$ cat src/rtl/mem_wb_stage.sv
// mem_wb_stage: MEM/WB pipeline stage of the RV32 core.
// Captures the retiring instruction. For loads, it waits for the data-memory
// response, then extracts and extends the addressed byte, half-word or word.
// It drives the register-file write port with one write pulse per retired
// instruction. Loads that are misaligned or use an illegal funct3 are dropped,
// and each one raises a single load_err_o pulse.
//
// Optional feature macro: WB_LOAD_BYPASS_EN
//   When defined, the load response goes to the write port combinationally in
//   the same cycle that dmem_rvalid_i is seen. Non-load writes stay registered.
module mem_wb_stage (
    input  logic        clk,
    input  logic        rst,
    input  logic        flush_i,
    input  logic        mem_valid_i,
    output logic        mem_ready_o,
    input  logic        mem_we_i,
    input  logic [4:0]  mem_waddr_i,
    input  logic [31:0] mem_wdata_i,
    input  logic        mem_load_i,
    input  logic [2:0]  mem_funct3_i,
    input  logic [1:0]  mem_addr_lo_i,
    input  logic        dmem_rvalid_i,
    input  logic [31:0] dmem_rdata_i,
    output logic        we_o,
    output logic [4:0]  waddr_o,
    output logic [31:0] wdata_o,
    output logic        load_pending_o,
    output logic        load_err_o
);

    typedef enum logic [1:0] {
        S_IDLE,   // ready for the next instruction
        S_WAIT,   // load issued, waiting for its response
        S_DRAIN   // flushed load, swallowing its response
    } state_t;

    localparam logic [2:0] F3_LB  = 3'b000;
    localparam logic [2:0] F3_LH  = 3'b001;
    localparam logic [2:0] F3_LW  = 3'b010;
    localparam logic [2:0] F3_LBU = 3'b100;
    localparam logic [2:0] F3_LHU = 3'b101;

    state_t      state_q, state_d;

    // Context of the outstanding load
    logic        ld_we_q;
    logic [4:0]  ld_waddr_q;
    logic [2:0]  ld_funct3_q;
    logic [1:0]  ld_lo_q;

    // Registered write port
    logic        we_q;
    logic [4:0]  waddr_q;
    logic [31:0] wdata_q;
    logic        err_q;

    logic        accept;
    logic        cap_fire;
    logic        ld_fire;
    logic        rsp_fire;
    logic        rsp_we;
    logic        rsp_err;
    logic        ld_bad;
    logic [7:0]  ld_byte;
    logic [15:0] ld_half;
    logic [31:0] ld_data;

    assign mem_ready_o    = !rst && (state_q == S_IDLE);
    assign load_pending_o = (state_q != S_IDLE);

    assign accept   = mem_valid_i && mem_ready_o;
    assign cap_fire = accept && !flush_i && !mem_load_i;
    assign ld_fire  = accept && !flush_i && mem_load_i;
    assign rsp_fire = (state_q == S_WAIT) && dmem_rvalid_i && !flush_i;
    assign rsp_we   = rsp_fire && ld_we_q && !ld_bad;
    assign rsp_err  = rsp_fire && ld_bad;

    // State register
    always_ff @(posedge clk or posedge rst) begin
        // NOTE: sequential state uses non-blocking assignments so that every
        // register samples the values from before the edge, whatever order
        // the blocks run in.
        if (rst) begin
            state_q <= S_IDLE;
        end else begin
            state_q <= state_d;
        end
    end

    // Next-state logic: a flush in WAIT sends the load to DRAIN unless its
    // response arrives in that same cycle
    always_comb begin
        // NOTE: default first, so that no path through the case leaves
        // state_d unassigned and infers a latch.
        state_d = state_q;
        unique case (state_q)
            S_IDLE:  if (ld_fire) state_d = S_WAIT;
            S_WAIT: begin
                if (dmem_rvalid_i)  state_d = S_IDLE;
                else if (flush_i)   state_d = S_DRAIN;
            end
            S_DRAIN: if (dmem_rvalid_i) state_d = S_IDLE;
            default: state_d = S_IDLE;
        endcase
    end

    // Capture the context of an accepted load for use when its response arrives
    always_ff @(posedge clk or posedge rst) begin
        if (rst) begin
            ld_we_q     <= 1'b0;
            ld_waddr_q  <= 5'd0;
            ld_funct3_q <= 3'd0;
            ld_lo_q     <= 2'd0;
        end else if (ld_fire) begin
            ld_we_q     <= mem_we_i && (mem_waddr_i != 5'd0);
            ld_waddr_q  <= mem_waddr_i;
            ld_funct3_q <= mem_funct3_i;
            ld_lo_q     <= mem_addr_lo_i;
        end
    end

    // Flag a load that is misaligned or has an illegal funct3
    always_comb begin
        ld_bad = 1'b0;
        unique case (ld_funct3_q)
            F3_LB, F3_LBU: ld_bad = 1'b0;
            F3_LH, F3_LHU: ld_bad = ld_lo_q[0];
            F3_LW:         ld_bad = (ld_lo_q != 2'd0);
            default:       ld_bad = 1'b1;
        endcase
    end

    // Select and sign/zero-extend the addressed part of the little-endian word
    always_comb begin
        ld_byte = dmem_rdata_i[{ld_lo_q, 3'b000} +: 8];
        ld_half = dmem_rdata_i[{ld_lo_q[1], 4'b0000} +: 16];
        ld_data = 32'd0;
        unique case (ld_funct3_q)
            F3_LB:   ld_data = {{24{ld_byte[7]}}, ld_byte};
            F3_LBU:  ld_data = {24'd0, ld_byte};
            F3_LH:   ld_data = {{16{ld_half[15]}}, ld_half};
            F3_LHU:  ld_data = {16'd0, ld_half};
            F3_LW:   ld_data = dmem_rdata_i;
            default: ld_data = 32'd0;
        endcase
    end

    // Write-port register: one-cycle pulses for non-loads (and for load
    // responses unless they are bypassed)
    always_ff @(posedge clk or posedge rst) begin
        if (rst) begin
            we_q    <= 1'b0;
            waddr_q <= 5'd0;
            wdata_q <= 32'd0;
            err_q   <= 1'b0;
        end else begin
            we_q  <= 1'b0;
            err_q <= 1'b0;
            if (cap_fire) begin
                we_q    <= mem_we_i && (mem_waddr_i != 5'd0);
                waddr_q <= mem_waddr_i;
                wdata_q <= mem_wdata_i;
            end
`ifndef WB_LOAD_BYPASS_EN
            else if (rsp_fire) begin
                we_q    <= rsp_we;
                err_q   <= rsp_err;
                waddr_q <= ld_waddr_q;
                wdata_q <= ld_data;
            end
`endif
        end
    end

`ifdef WB_LOAD_BYPASS_EN
    // The load response takes the port in its own cycle. The register is
    // idle then, because the previous edge either accepted the load or
    // waited for it.
    assign we_o       = we_q || rsp_we;
    assign waddr_o    = rsp_fire ? ld_waddr_q : waddr_q;
    assign wdata_o    = rsp_fire ? ld_data : wdata_q;
    assign load_err_o = err_q || rsp_err;
`else
    assign we_o       = we_q;
    assign waddr_o    = waddr_q;
    assign wdata_o    = wdata_q;
    assign load_err_o = err_q;
`endif

endmodule

$ cat config.mk
export PLATFORM = sky130hd
export DESIGN_NAME = mem_wb_stage
export DESIGN_NICKNAME = d
export VERILOG_FILES = /design/src/rtl/mem_wb_stage.sv
export SDC_FILE = /design/constraint.sdc
export NUM_CORES = 1
export LEC_CHECK = 0
export BUFFER_PORTS_ARGS = -buffer_cell sky130_fd_sc_hd__buf_2
export CAP_MARGIN = 20
export CELL_PAD_IN_SITES_DETAIL_PLACEMENT = 0
export CELL_PAD_IN_SITES_GLOBAL_PLACEMENT = 2
export CORE_AREA = 2 2 112 114
export CTS_CLUSTER_DIAMETER = 60
export DETAILED_ROUTE_END_ITERATION = 10
export DIE_AREA = 0 0 114 116
export PLACE_DENSITY = 0.8
export SYNTH_ARGS = -nofsm -noshare
export SYNTH_HDL_FRONTEND = slang
export SYNTH_SLANG_ARGS = --single-unit
$ cat constraint.sdc
create_clock -name clk -period 1.8 [get_ports clk]
set_input_delay 0.18 -clock clk [delete_from_list [all_inputs] [get_ports clk]]
set_output_delay 0.18 -clock clk [all_outputs]
set_load 0.02 [all_outputs]
After elaboration in Yosys (flattened, before gate mapping)

Index checks and enable logic that the tools add are counted.

Output and inout bits: 41
Bits of input ports: 81
Flip-flop bits (word level): 52
Word-level logic and storage cells: 59

Shifts and indexed selects: 2
Reductions and logical operators: 24
Multiplexer cells: 15
Equal/unequal tests: 9

Operators by type and width:

| operator                                            | number |
|---|---|
| one-hot mux 32 bit (5 select lines)                 | 1 |
| two-way mux 32 bit                                  | 2 |
| indexed part select 32 x 6 -> 16 bit                | 1 |
| indexed part select 32 x 6 -> 8 bit                 | 1 |
| logical AND 1 bit                                   | 11 |
| two-way mux 5 bit                                   | 2 |
| two-way mux 2 bit                                   | 4 |
| equality test 3 bit, second input constant          | 2 |
| one-hot mux 2 bit (3 select lines)                  | 1 |
| nonzero test 2 bit                                  | 3 |
| nonzero test 5 bit                                  | 1 |
| logical NOT 1 bit                                   | 4 |
| two-way mux 1 bit                                   | 4 |
| inequality test 2 bit, second input constant        | 2 |
| OR reduction 2 bit                                  | 2 |
| equality test 3 x 1 -> 1 bit, second input constant | 1 |
| equality test 3 x 2 -> 1 bit, second input constant | 1 |
| logical NOT 3 bit                                   | 1 |
| inequality test 3 bit, second input constant        | 1 |
| one-hot mux 1 bit (3 select lines)                  | 1 |
| AND reduction 3 bit                                 | 1 |
| equality test 2 x 1 -> 1 bit, second input constant | 1 |
| equality test 2 bit, second input constant          | 1 |
| logical NOT 2 bit                                   | 1 |

Depth between registers and ports, before layout

Word-level depth: 7
Gate-level depth with buffers: 7
Depth with buffers taken out: 4

Least setup slack after synthesis

Ideal clock, no wire load.

Path kind: flip-flop to flip-flop
Start point: register state_q[1]
End point: register ld_funct3_q[0]
Required time: 1.675 ns
Setup time: 0.125 ns
Cell stages (with the launch flop): 7
Path buffers: 3
Slack: -0.101 ns
Data arrival time: 1.776 ns
Period minus slack after synthesis: 1.901 ns
Cell sequence: dfrtp_1 or2_1 buf_6 or4_4 buf_6 buf_6 mux2_4

Word-level cells in the longest chain between the ends: 5

RTL lines:

| what                            | line | RTL |
|---|---|---|
| start, declared                 | 44   | `state_t state_q, state_d;` |
| start signal, assigned          | 87   | `state_q <= state_d;` |
| logical NOT 2 bit               | 69   | `assign mem_ready_o = !rst && (state_q == S_IDLE);` |
| logical AND 1 bit               | 69   |  |
| logical AND 1 bit               | 72   | `assign accept = mem_valid_i && mem_ready_o;` |
| logical AND 1 bit (2 in series) | 74   | `assign ld_fire = accept && !flush_i && mem_load_i;` |
| end signal, assigned            | 118  | `ld_funct3_q <= mem_funct3_i;` |
| end, declared                   | 49   | `logic [2:0] ld_funct3_q;` |

Every way passes these cells.
A chain may end at the register's enable or synchronous reset.

Final worst setup path

Start point: register state_q[1]
End point: register ld_funct3_q[1]

Same word-level chain as after synthesis.

==> impl_results.md <==
* Clk Tree Root Cell: clkbuf_16
* Synth cell types at 37
* Hold Path Origin: dmem_rvalid_i
* Pwr per Cell Area at approximately 1100 nW/um2
* Fin. Hold Viols at 0
* Xor-xnor portion of the synthesized cell area at 0%
* Most common cell after layout, fill and taps aside: buf_2
* # port buffers at approximately 120
* Worst-path maximum fanout at 13
* Fmax at 567 MHz
* Final Util at 35.1%
* Mux cell area share after synthesis at 14.6%
* Hold path cells at 2
* Register bit total from synthesis at 52
* Top Usage Layer GRT: met2
* Number of global-route vias before repair at 2997
* Multi-input logic area at 1610 um2
* Synth Area in Simple Gates at 24.2%
* First-pass GRT wire length at 16300 um
* Routed len/inst at 18.6 um
* Slew @ Worst Pin at 0.370 ns
* Status: completed
* # diodes at 0
* DRT Pass-1 Iters at 4
* DRC Markers at 0
* Reg clk slew, reported paths at 0.07 ns
* Clock Tree Buf Depth at 2
* Syn Nets at 374
* Gr ovfl total at 0
* Clk_lat worst skew at 0.29 ns
* Vias per cell at between 5 and 6
* Final WL at 10600 um
* Worst Hold Class: in2reg
* RSZ-0062 raised after global routing: yes
* Maxcap violations at 0
* CP Data Arrival Time at 1.94 ns
* Fraction of registers with async set or reset after synthesis at 100%
* Area of the die at 13200 um2
* CTS tree: done
* Finish-stage setup viols at 0
* EDFF count, synth at 0
* Core area at ~12000 um2
* Max VDD drop at roughly 0.00038 V
* Largest net degree at the start of global routing at 46
* Met2 Usage GRT at 26.5%
* CP Launch Point: state_q[1]
* CTS sink count at 52
* Main synth FF type: dfrtp_1
* Critical path class: reg2reg
* Worst Clk Skew at 0.0105 ns
* Largest family of logic cells by synthesized area: simple AND/OR/NAND/NOR gates
* Slew HR at 75.3%
* Row cnt at 40
* Adder and majority gate portion of the synthesized area at 0%
* Dpl hpwl at 8030 um
* Minimum clock period at about 1.8 ns
* Chip Height at between 100 and 150 um
* Die extent in x at 114 um
* Synth Warn # at 0
* Leakage at 0.00194 uW
* Detail Route Antenna Nets at 0
* Synth Instances at 293
* Antenna violations before repair at 1
* M3 GR Usage at 3.56%
* Worst path required time at 1.98 ns
* Synthesized area at 2930 um2
* GRT met1 Usage at between 20% and 30%
* Gr usage total at between 10% and 20%
* Initial detailed-routing violation count at 96
* Fin nets at 506
* I/O pin cnt at 122
* Setup_tns at 0 ns
* Crit. End Element: register
* Compound-gate portion of the synthesized area at 12.0%
* Area growth syn-to-layout at 42.4%
* R2r startpoint: state_q[1]
* Storage cell area at 1310 um2
* CP Launch Type: register
* Syn_area_per_cell at 10.0 um2
* Vias at just under 3000
* # fillers at 1278
* Routability Congestion at 0.867
* FF-to-FF path depth at 3
* Period utilization at 98.0%
* Commonest cells after routing, fill and taps aside: 121 x buf_2, 49 x dfrtp_1, 41 x nand2_1, 21 x nand3_1
* Sequential fraction of the synthesis area at 44.4%
* Initial core utilization at 24.6%
* Fraction of layout instances using a drive strength above 1 at 49.3%
* Htree depth at 2
* Total CTS buffers at 5
* Final Max Slew Viols at 0
-- through the flow --
step                      setup WS (ns)  total power (uW)  hold WS (ns)  cell area (um2)  instances
after floorplan                 -0.0995              2650         0.246             2940        293
after global placement         -0.00541              3280         0.127             3840        562
after detailed placement        -0.0394              3300         0.127             3840        562
after CTS                       0.00900              4360        0.0981             4020        571
after global routing            -0.0123              4700        0.0995             4180        573
final                            0.0366              4440         0.103             4180        573
-- critical path, cell delays in order, from the launching register on --
cell and delay [ns]:
dfrtp_1 0.41, or2_1 0.26, or4_4 0.63, mux2_4 0.34
-- path summary, 6_finish.rpt --
| check | to | slack, ns |
|---|---|---|
| hold reg to reg | ld_we_q | 0.49 |
| min in group asynchronous | waddr_o[4] | 0.37 |
| setup reg to reg | ld_funct3_q[1] | 0.04 |
| hold / removal | state_q[1] | 0.10 |
| max in group asynchronous | wdata_o[21] | 0.89 |
| setup / recovery | ld_funct3_q[1] | 0.04 |
-- sequential cells by signal, indices dropped and copies added (netlist names) --
register / cells
ld_funct3_q: 3
ld_lo_q: 2
ld_waddr_q: 5
ld_we_q: 1
load_err_o: 1
state_q: 2
waddr_o: 5
wdata_o: 32
we_o: 1
-- cells in the mapped netlist, types with 2 or more instances --
library cell	count	area (um2)
a21oi_1	12	60.1
a221oi_1	15	131
a22oi_1	5	37.5
buf_1	2	7.51
buf_2	5	25.0
buf_6	3	33.8
clkbuf_1	17	63.8
dfrtp_1	52	1300
inv_1	3	11.3
mux2_2	12	135
mux2_4	7	105
mux2i_1	3	30.0
mux4_2	7	158
nand2_1	41	154
nand2b_1	2	12.5
nand3_1	21	105
nand4b_1	16	140
nor2_1	20	75.1
nor2b_1	2	12.5
nor3_1	15	75.1
o21ai_0	5	25.0
o22ai_1	11	68.8
or4_1	3	22.5
-- layer usage --
metal	wire length [um]	part of all wire (%)
met2	5090	48
met4	182	1.7
met5	7	0.066
met1	4640	44
met3	706	6.6
-- cells by family after synthesis --
logic type,Yosys count
simple gates,131
compound gates,51
flops,52
mux,29
buf+inv,30
-- layout make-up --
cell class	count	area share, %
timing repair buffer	152	22.0
sequential	52	31.2
clock buffer	6	3.33
tap	147	4.40
multi-input combinational	211	38.5
clock inverter	2	0.330
inverter	3	0.270
-- power by group --
group          switching (uW)  total, uW  internal [uW]
Clock                     444       1000            557
Combinational             957       1790            832
Sequential                194       1650           1460
Total                    1590       4440           2850
-- timing repair --
action	4_1_cts	5_1_grt
buffers inserted	0	2
hold buffers	1	0
hold endpoints to repair	7	0
resized for setup	3	25
setup endpoints to repair	8	35
pin swaps	1	5
(Power assumes the default switching activity.)
